File: config.mk
export PLATFORM = sky130hd
export DESIGN_NAME = mskrnd_lfsr_feed_flat
export DESIGN_NICKNAME = d
export VERILOG_FILES = /design/src/rtl/mskrnd_lfsr_feed_if.sv /design/src/rtl/mskrnd_lfsr_feed.sv /design/src/flat_wrapper.sv
export SDC_FILE = /design/constraint.sdc
export NUM_CORES = 1
export LEC_CHECK = 0
export BUFFER_PORTS_ARGS = -buffer_cell sky130_fd_sc_hd__buf_2
export CAP_MARGIN = 25
export CELL_PAD_IN_SITES_DETAIL_PLACEMENT = 1
export CELL_PAD_IN_SITES_GLOBAL_PLACEMENT = 1
export CORE_ASPECT_RATIO = 0.8
export CORE_MARGIN = 1.5
export CORE_UTILIZATION = 38
export CTS_BUF_LIST = sky130_fd_sc_hd__clkbuf_16
export CTS_CLUSTER_DIAMETER = 60
export DETAILED_ROUTE_END_ITERATION = 10
export GPL_ROUTABILITY_DRIVEN = 0
export GPL_TIMING_DRIVEN = 0
export HOLD_SLACK_MARGIN = 0.03
export PLACE_DENSITY_LB_ADDON = 0.12
export SYNTH_ARGS = -nofsm -noshare
export SYNTH_HDL_FRONTEND = slang
export SYNTH_SLANG_ARGS = --single-unit
File: constraint.sdc
create_clock -name clk -period 2.4 [get_ports clk]
set_input_delay 0.12 -clock clk [delete_from_list [all_inputs] [get_ports clk]]
set_output_delay 0.12 -clock clk [all_outputs]
set_load 0.01 [all_outputs]
File: src/rtl/mskrnd_lfsr_feed_if.sv
// rtl/mskrnd_lfsr_feed_if.sv - seed and randomness stream bundle for mskrnd_lfsr_feed
// master is the randomness feed itself; slave is the seed source plus gadget-array consumer.
interface mskrnd_lfsr_feed_if #(
    parameter int RND_W = 64
);
    logic [63:0]      seed_in;
    logic             seed_valid;
    logic             seed_ready;
    logic             reseed;
    logic [RND_W-1:0] out_rnd;
    logic             out_valid;
    logic             out_ready;
    logic             busy;

    modport master (
        input  seed_in, seed_valid, reseed, out_ready,
        output seed_ready, out_rnd, out_valid, busy
    );

    modport slave (
        output seed_in, seed_valid, reseed, out_ready,
        input  seed_ready, out_rnd, out_valid, busy
    );
endinterface

File: src/rtl/mskrnd_lfsr_feed.sv
// rtl/mskrnd_lfsr_feed.sv - K-lane 64-bit Galois LFSR randomness feed for HPC3 gadgets
// Optional seed zero guard: define MSKRND_ZERO_GUARD_EN.
module mskrnd_lfsr_feed #(
    parameter int d         = 2,
    parameter int N_GADGETS = 32,
    parameter int WARMUP    = 4
) (
    input  logic                clk,
    input  logic                syn_rst,
    mskrnd_lfsr_feed_if.master  bus
);
    localparam int HPC3RND = d * (d - 1);
    localparam int RND_W   = N_GADGETS * HPC3RND;
    localparam int K       = (RND_W + 63) / 64;
    localparam int WC_W    = (K > 1) ? $clog2(K) : 1;
    localparam logic [63:0] POLY = 64'hD800000000000000;

    typedef enum logic [1:0] {
        ST_SEED = 2'd0,
        ST_WARM = 2'd1,
        ST_RUN  = 2'd2
    } state_t;

    state_t            state, state_nxt;
    logic [WC_W-1:0]   wc, wc_nxt;
    logic [7:0]        wcnt, wcnt_nxt;
    logic [K*64-1:0]   lanes, lanes_nxt;
    logic [63:0]       seed_word;
    logic              do_adv;

    // 64 chained single steps flatten into one combinational leap per cycle
    function automatic logic [63:0] lfsr_adv(input logic [63:0] s);
        logic [63:0] v;
        v = s;
        for (int i = 0; i < 64; i++) begin
            v = (v >> 1) ^ (v[0] ? POLY : 64'd0);
        end
        return v;
    endfunction

    always_comb begin
`ifdef MSKRND_ZERO_GUARD_EN
        seed_word = (bus.seed_in == 64'd0) ? 64'd1 : bus.seed_in;
`else
        seed_word = bus.seed_in;
`endif
    end

    always_comb begin
        state_nxt = state;
        wc_nxt    = wc;
        wcnt_nxt  = wcnt;
        lanes_nxt = lanes;
        do_adv    = 1'b0;

        case (state)
            ST_SEED: begin
                if (bus.seed_valid && !bus.reseed) begin
                    for (int k = 0; k < K; k++) begin
                        if (wc == WC_W'(k)) lanes_nxt[k*64 +: 64] = seed_word;
                    end
                    if (wc == WC_W'(K - 1)) begin
                        wc_nxt   = '0;
                        wcnt_nxt = 8'(WARMUP);
                        state_nxt = (WARMUP == 0) ? ST_RUN : ST_WARM;
                    end else begin
                        wc_nxt = wc + 1'b1;
                    end
                end
            end
            ST_WARM: begin
                do_adv   = 1'b1;
                wcnt_nxt = wcnt - 8'd1;
                if (wcnt <= 8'd1) state_nxt = ST_RUN;
            end
            ST_RUN: begin
                do_adv = bus.out_ready;
            end
            default: state_nxt = ST_SEED;
        endcase

        if (do_adv) begin
            for (int k = 0; k < K; k++) begin
                lanes_nxt[k*64 +: 64] = lfsr_adv(lanes[k*64 +: 64]);
            end
        end

        // reseed wins over any state transition but not over a same-cycle RUN handshake
        if (bus.reseed) begin
            state_nxt = ST_SEED;
            wc_nxt    = '0;
        end
    end

    always_ff @(posedge clk) begin
        if (syn_rst) begin
            state <= ST_SEED;
            wc    <= '0;
            wcnt  <= '0;
            lanes <= '0;
        end else begin
            state <= state_nxt;
            wc    <= wc_nxt;
            wcnt  <= wcnt_nxt;
            lanes <= lanes_nxt;
        end
    end

    assign bus.out_rnd    = lanes[RND_W-1:0];
    assign bus.out_valid  = (state == ST_RUN);
    assign bus.seed_ready = (state == ST_SEED);
    assign bus.busy       = (state != ST_RUN);
endmodule

File: src/flat_wrapper.sv
// flat-port wrapper written by rule: the top's interface ports become plain ports
module mskrnd_lfsr_feed_flat 
#(
    parameter int d         = 2,
    parameter int N_GADGETS = 32,
    parameter int WARMUP    = 4
)
  (clk, syn_rst, bus_seed_in, bus_seed_valid, bus_reseed, bus_out_ready, bus_seed_ready, bus_out_rnd, bus_out_valid, bus_busy);
  mskrnd_lfsr_feed_if #(.RND_W(64)) bus_i ();
  input  logic clk;
  input  logic syn_rst;
  input wire logic [$bits(bus_i.seed_in)-1:0] bus_seed_in;
  input wire logic [$bits(bus_i.seed_valid)-1:0] bus_seed_valid;
  input wire logic [$bits(bus_i.reseed)-1:0] bus_reseed;
  input wire logic [$bits(bus_i.out_ready)-1:0] bus_out_ready;
  output wire logic [$bits(bus_i.seed_ready)-1:0] bus_seed_ready;
  output wire logic [$bits(bus_i.out_rnd)-1:0] bus_out_rnd;
  output wire logic [$bits(bus_i.out_valid)-1:0] bus_out_valid;
  output wire logic [$bits(bus_i.busy)-1:0] bus_busy;
  assign bus_i.seed_in = bus_seed_in;
  assign bus_i.seed_valid = bus_seed_valid;
  assign bus_i.reseed = bus_reseed;
  assign bus_i.out_ready = bus_out_ready;
  assign bus_seed_ready = bus_i.seed_ready;
  assign bus_out_rnd = bus_i.out_rnd;
  assign bus_out_valid = bus_i.out_valid;
  assign bus_busy = bus_i.busy;
  mskrnd_lfsr_feed #(.d(d), .N_GADGETS(N_GADGETS), .WARMUP(WARMUP)) u_core (.clk(clk), .syn_rst(syn_rst), .bus(bus_i));
endmodule
== Yosys cells after proc, flatten, opt, wreduce, memory -nomap -nowiden ==
Index checks and enable logic that the tools add are counted.
Operators by class
  add/sub/neg operators: 2
  magnitude comparators: 1
  equal/unequal tests: 7
  mux-type cells: 77
  bitwise operators: 65
  reduce and logical (&&, ||, !) cells: 11
Operators with widths (count)
  two-way mux 64 bit: 68
  XOR 63 x 64 -> 64 bit: 64
  two-way mux 8 bit: 2
  one-hot mux 8 bit (2 select lines): 1
  <= comparator 8 x 1 -> 1 bit (second input constant): 1
  subtractor 8 x 1 -> 8 bit (second input constant): 1
  two-way mux 2 bit: 3
  != test 2 bit (second input constant): 3
  one-hot mux 2 bit (3 select lines): 1
  AND reduction 3 bit: 2
  nonzero test 2 bit: 3
  != test 2 x 1 -> 1 bit (second input constant): 2
  AND reduction 4 bit: 1
  equality test 2 x 1 -> 1 bit (second input constant): 1
  equality test 2 bit (second input constant): 1
  logical NOT 2 bit: 1
  one-hot mux 1 bit (2 select lines): 1
  AND reduction 2 bit: 1
  OR reduction 2 bit: 1
  adder 1 bit (second input constant): 1
  logical AND 1 bit: 1
  logical NOT 1 bit: 1
  two-way mux 1 bit: 1
  inverter 1 bit: 1
Word-level totals
  flip-flop bits (word level): 75
  input bits: 69
  output and inout bits: 67
  logic and storage cells: 167

== Logic depth before layout (Yosys ltp) ==
  word-level depth: 129
  mapped depth: 9
  mapped depth without buffers: 6

== Worst setup path after synthesis ==
OpenSTA, ideal clock, no wires.
  path type: register to register
  from: register u_core.state[0]
  to: register u_core.lanes[58] (netlist: u_core.bus.out_rnd[58])
  library setup time: 0.116 ns
  arrival time: 1.765 ns
  required time: 2.284 ns
  setup slack: 0.519 ns
  cell stages (with the launch flop): 9
  path buffers: 3
  period minus slack after synthesis: 1.881 ns
  cell sequence: dfxtp_1 -> inv_1 -> ha_1 -> and3b_1 -> clkbuf_1 -> buf_2 -> buf_2 -> mux2_2 -> o211a_1
On the way
  elaborated cells between the ends (all ways): 9
  classes of those cells: 3 x eq/ne; 2 x mux; 4 x reduce/logical
RTL lines
  start, declared: RTL line mskrnd_lfsr_feed.sv:24  | state_t state, state_nxt;
  start signal, assigned: RTL line mskrnd_lfsr_feed.sv:102  | state <= state_nxt;
  logical NOT 2 bit
  named net bus_seed_ready: RTL line flat_wrapper.sv:16  | output wire logic [$bits(bus_i.seed_ready)-1:0] bus_seed_ready;
  nonzero test 2 bit (no source line)
  AND reduction 3 bit (no source line)
  end signal, assigned: RTL line mskrnd_lfsr_feed.sv:105  | lanes <= lanes_nxt;
  end, declared: RTL line mskrnd_lfsr_feed.sv:27  | logic [K*64-1:0] lanes, lanes_nxt;
The timed path passes the listed nets, and every way through them passes these cells.
A chain may end at the register's enable or synchronous reset.

== Worst setup path in the final report ==
  from: register u_core.state[1]
  to: register u_core.lanes[25] (netlist: u_core.bus.out_rnd[25])
On the way
  longest elaborated chain between the ends: 4
  elaborated cells between the ends (all ways): 9
  classes of those cells: 3 x eq/ne; 2 x mux; 4 x reduce/logical
Ends and longest elaborated chain
  equality test 2 bit or equality test 2 x 1 -> 1 bit (tied branches): RTL line mskrnd_lfsr_feed.sv:56  | case (state)
  one-hot mux 1 bit (2 select lines): RTL line mskrnd_lfsr_feed.sv:56
  != test 2 bit (no source line) or nonzero test 2 bit (tied branches)
  AND reduction 3 bit (no source line)
Several ways; a longest one is shown, not always the timed one.

==> impl_metrics.prom <==
# TYPE chip_impl_metric gauge
chip_impl_info{name="status",value="finished, final reports clean"} 1
chip_impl_metric{name="maxcap_violations",unit=""} 0
chip_impl_metric{name="number_of_buffers_added_for_setup_after_cts",unit=""} 0
chip_impl_metric{name="rows",unit=""} 35
chip_impl_info{name="yosys.cell_count.top_type",value="sky130_fd_sc_hd__nand2_1"} 1
chip_impl_metric{name="final_cells",unit=""} 869
chip_impl_info{name="dr.max_layer_used",value="met4"} 1
chip_impl_metric{name="fin_worst_skew",unit="ps"} 7.87
chip_impl_metric{name="met2_wl_post_dr",unit="microns"} 6840
chip_impl_info{name="clock_tree.root_cell",value="sky130_fd_sc_hd__clkbuf_16"} 1
chip_impl_metric{name="vias_per_cell",unit=""} 5.31
chip_impl_info{name="dominantRegCellSynth",value="sky130_fd_sc_hd__dfxtp_1"} 1
chip_impl_metric{name="grt_start_max_net_pins",unit=""} 12
chip_impl_metric{name="dr.pass1.iters",unit=""} 4
chip_impl_metric{name="dp_hpwl",unit="microns"} 11300
chip_impl_metric{name="placedCellCount",unit=""} 852
chip_impl_metric{name="power_per_cell_area",unit="nW/um^2"} 662
chip_impl_metric{name="core_ar",unit="sq um"} 11700
chip_impl_metric{name="post_route_cells_drive_above_1_share",unit=""} 0.232
chip_impl_metric{name="grt_pass1_wl",unit="microns"} 24400
chip_impl_info{name="timing.hold.worst.class",value="in -> reg"} 1
chip_impl_info{name="tritoncts",value="yes"} 1
chip_impl_metric{name="synth.cell_area",unit="sq um"} 4660
chip_impl_metric{name="worst-endpoint-arrival",unit="ps"} 2390
chip_impl_metric{name="clock_network_latency_to_the_later_pin_of_the_worst_skew_pair",unit="ps"} 330
chip_impl_metric{name="die_area",unit="sq um"} 12900
chip_impl_metric{name="setup_viol",unit=""} 0
chip_impl_metric{name="fin_worst_hold_slack",unit="ps"} 49.6
chip_impl_info{name="ys_top_cells_by_count",value="sky130_fd_sc_hd__nand2_1, sky130_fd_sc_hd__xnor2_1, sky130_fd_sc_hd__dfxtp_1"} 1
chip_impl_info{name="setup_repair_after_global_routing_missed_its_margin",value="false"} 1
chip_impl_metric{name="drt_iter0_markers",unit=""} 189
chip_impl_metric{name="total_power",unit="W"} 0.00384
chip_impl_info{name="critical_path_class",value="reg -> reg"} 1
chip_impl_metric{name="groute.usage.overall",unit=""} 0.239
chip_impl_metric{name="drcViolationCount",unit=""} 0
chip_impl_metric{name="cp_data_required_time",unit="ps"} 2590
chip_impl_metric{name="timing.critical_path.fanout_max",unit=""} 10
chip_impl_metric{name="max_freq",unit="MHz"} 456
chip_impl_metric{name="finalCriticalPeriod",unit="ps"} 2190
chip_impl_metric{name="synth_top_area_frac",unit=""} 0.318
chip_impl_metric{name="grt_pass1_vias",unit=""} 4768
chip_impl_info{name="synth_largest_area_cell",value="sky130_fd_sc_hd__dfxtp_1"} 1
chip_impl_metric{name="warnings_synthesis",unit=""} 0
chip_impl_metric{name="p_leak",unit="nW"} 2.27
chip_impl_metric{name="ys_async_sr_fraction",unit=""} 0
chip_impl_metric{name="tritoncts.num_buffers",unit=""} 9
chip_impl_metric{name="tightest_slew",unit="ps"} 600
chip_impl_metric{name="floorplan.initialDensity",unit=""} 0.397
chip_impl_metric{name="finalMaxSlewViolations",unit=""} 0
chip_impl_metric{name="netlist_instances",unit=""} 570
chip_impl_metric{name="chipHeight",unit="microns"} 102
chip_impl_metric{name="max-slew-margin-rel",unit=""} 0.600
chip_impl_metric{name="vdd_drop_max",unit="uV"} 341
chip_impl_metric{name="die_width",unit="microns"} 127
chip_impl_metric{name="globalRouteOverflowTotal",unit=""} 0
chip_impl_metric{name="final_net_count",unit=""} 789
chip_impl_info{name="end_kind",value="register"} 1
chip_impl_metric{name="clock_sinks",unit=""} 74
chip_impl_metric{name="synthesis.nets",unit=""} 644
chip_impl_metric{name="met1Wirelength",unit="microns"} 7360
chip_impl_info{name="critical_path.startpoint_type",value="register"} 1
chip_impl_metric{name="area_delta_synth_final",unit="%"} 24.4
chip_impl_metric{name="final-hold-violation-count",unit=""} 0
chip_impl_metric{name="synth_edf_count",unit=""} 0
chip_impl_metric{name="io-pin-count",unit=""} 136
chip_impl_metric{name="routed_wire_length_per_instance",unit="microns"} 17.4
chip_impl_metric{name="antenna_found_initial",unit=""} 1
chip_impl_metric{name="routed_wirelength",unit="microns"} 15100
chip_impl_metric{name="synth_area_per_cell",unit="sq um"} 8.18
chip_impl_metric{name="yosys.cell_types.count",unit=""} 41
chip_impl_metric{name="detail-route-antenna-nets",unit=""} 0
chip_impl_metric{name="proportion_of_synthesized_chip_area_in_sequential_cells",unit=""} 0.318
chip_impl_metric{name="yosys_register_bits",unit=""} 74
chip_impl_info{name="netlist_top_cells_area",value="sky130_fd_sc_hd__dfxtp_1, sky130_fd_sc_hd__xnor2_1, sky130_fd_sc_hd__nand2_1"} 1
chip_impl_metric{name="route.met3.wl",unit="microns"} 687
chip_impl_metric{name="r2r_setup_slk",unit="ps"} 210
chip_impl_metric{name="path_clk_slew",unit="ps"} 60
chip_impl_metric{name="fin_crit_sh",unit=""} 0.915
chip_impl_metric{name="place.port_buffers",unit=""} 134
chip_impl_metric{name="vias",unit=""} 4612
chip_impl_metric{name="ctsLongestPathBuffers",unit=""} 2
chip_impl_metric{name="h-tree-depth",unit=""} 3
[layout make-up]
type | instances | area (sq um)
Sequential cell | 74 | 1480
Fill cell | 1481 | 5940
Clock inverter | 7 | 30.0
Multi-Input combinational cell | 446 | 2990
Inverter | 10 | 37.5
Antenna cell | 1 | 2.50
Buffer | 39 | 164
Clock buffer | 9 | 225
Tap cell | 148 | 185
Timing Repair Buffer | 135 | 681
[logic make-up after synthesis]
family / synth area share
AO/OA/AOI/OAI: 0.145
XOR/XNOR: 0.267
adder cells (fa/ha/maj): 0.0134
buffers and inverters: 0.0413
flip-flops: 0.318
multiplexers: 0.00242
AND/OR/NAND/NOR: 0.213
[worst paths after layout]
kind                           startpoint                             endpoint  depth (start not counted)
max          u_core.state[1]$_SDFFE_PP0P_  u_core.bus.out_rnd[25]$_SDFFE_PP0P_                          8
min                       bus_seed_in[59]  u_core.bus.out_rnd[59]$_SDFFE_PP0P_                          3
max reg2reg  u_core.state[1]$_SDFFE_PP0P_  u_core.bus.out_rnd[25]$_SDFFE_PP0P_                          8
min reg2reg   u_core.wcnt[0]$_SDFFE_PP0P_          u_core.wcnt[0]$_SDFFE_PP0P_                          2
[state kept, by name, summed over array words and instances (netlist names)]
signal / flops
u_core.state: 2
u_core.wcnt: 8
u_core.bus.out_rnd: 64
[routing by layer]
layer,GRT usage,up-vias
met4,0.0708,0
met2,0.398,133
met3,0.0435,22
li1,-,2230
met1,0.319,2227
met5,0,-
[cells in the final DEF, fill, tap and decap left out, drive strengths merged, types with 2 or more instances in the layout]
cell     count
o211ai       2
dfxtp       74
xnor2      122
a21oi        5
xnor3        2
buf        141
a211oi      51
and3        50
clkinv       4
ha           5
nand2      124
xor2        12
nor4         3
o2bb2a       2
a311oi      10
nor2        21
o21ai        2
a31oi        4
clkbuf      41
nor3         2
nand3b       2
a2111oi      2
o2111ai      2
nand3        8
inv         13
[critical path, cell delays in order, from the launching register on]
cell                       delay, ps
sky130_fd_sc_hd__dfxtp_1         360
sky130_fd_sc_hd__inv_1            70
sky130_fd_sc_hd__ha_1            170
sky130_fd_sc_hd__buf_2           190
sky130_fd_sc_hd__a21o_1          220
sky130_fd_sc_hd__nand2_1         320
sky130_fd_sc_hd__clkbuf_1        410
sky130_fd_sc_hd__and3_1          250
sky130_fd_sc_hd__a211oi_1         50
[per-stage QoR]
stage                     setup slack, ps  utilization  TNS [ps]  cell area, sq um
after global routing                 20.1        0.494         0              5800
after floorplan                       519            -         0              4660
after global placement              -89.1        0.470      -815              5520
after detailed placement             -220        0.470     -1880              5520
final                                 205        0.494         0              5800
after CTS                            66.0        0.493         0              5780
[where the power goes]
group | switching, W | internal (W)
Combinational | 0.000598 | 0.000575
Sequential | 0.000139 | 0.00133
Clock | 0.000522 | 0.000680
Total | 0.00126 | 0.00258
[timing repair]
item | in CTS | in global routing
endpoints found under the hold margin | 2 | 0
resized for setup | 2 | 17
setup endpoints to repair | 28 | 66
hold buffers | 1 | 0
(Power assumes the default switching activity.)
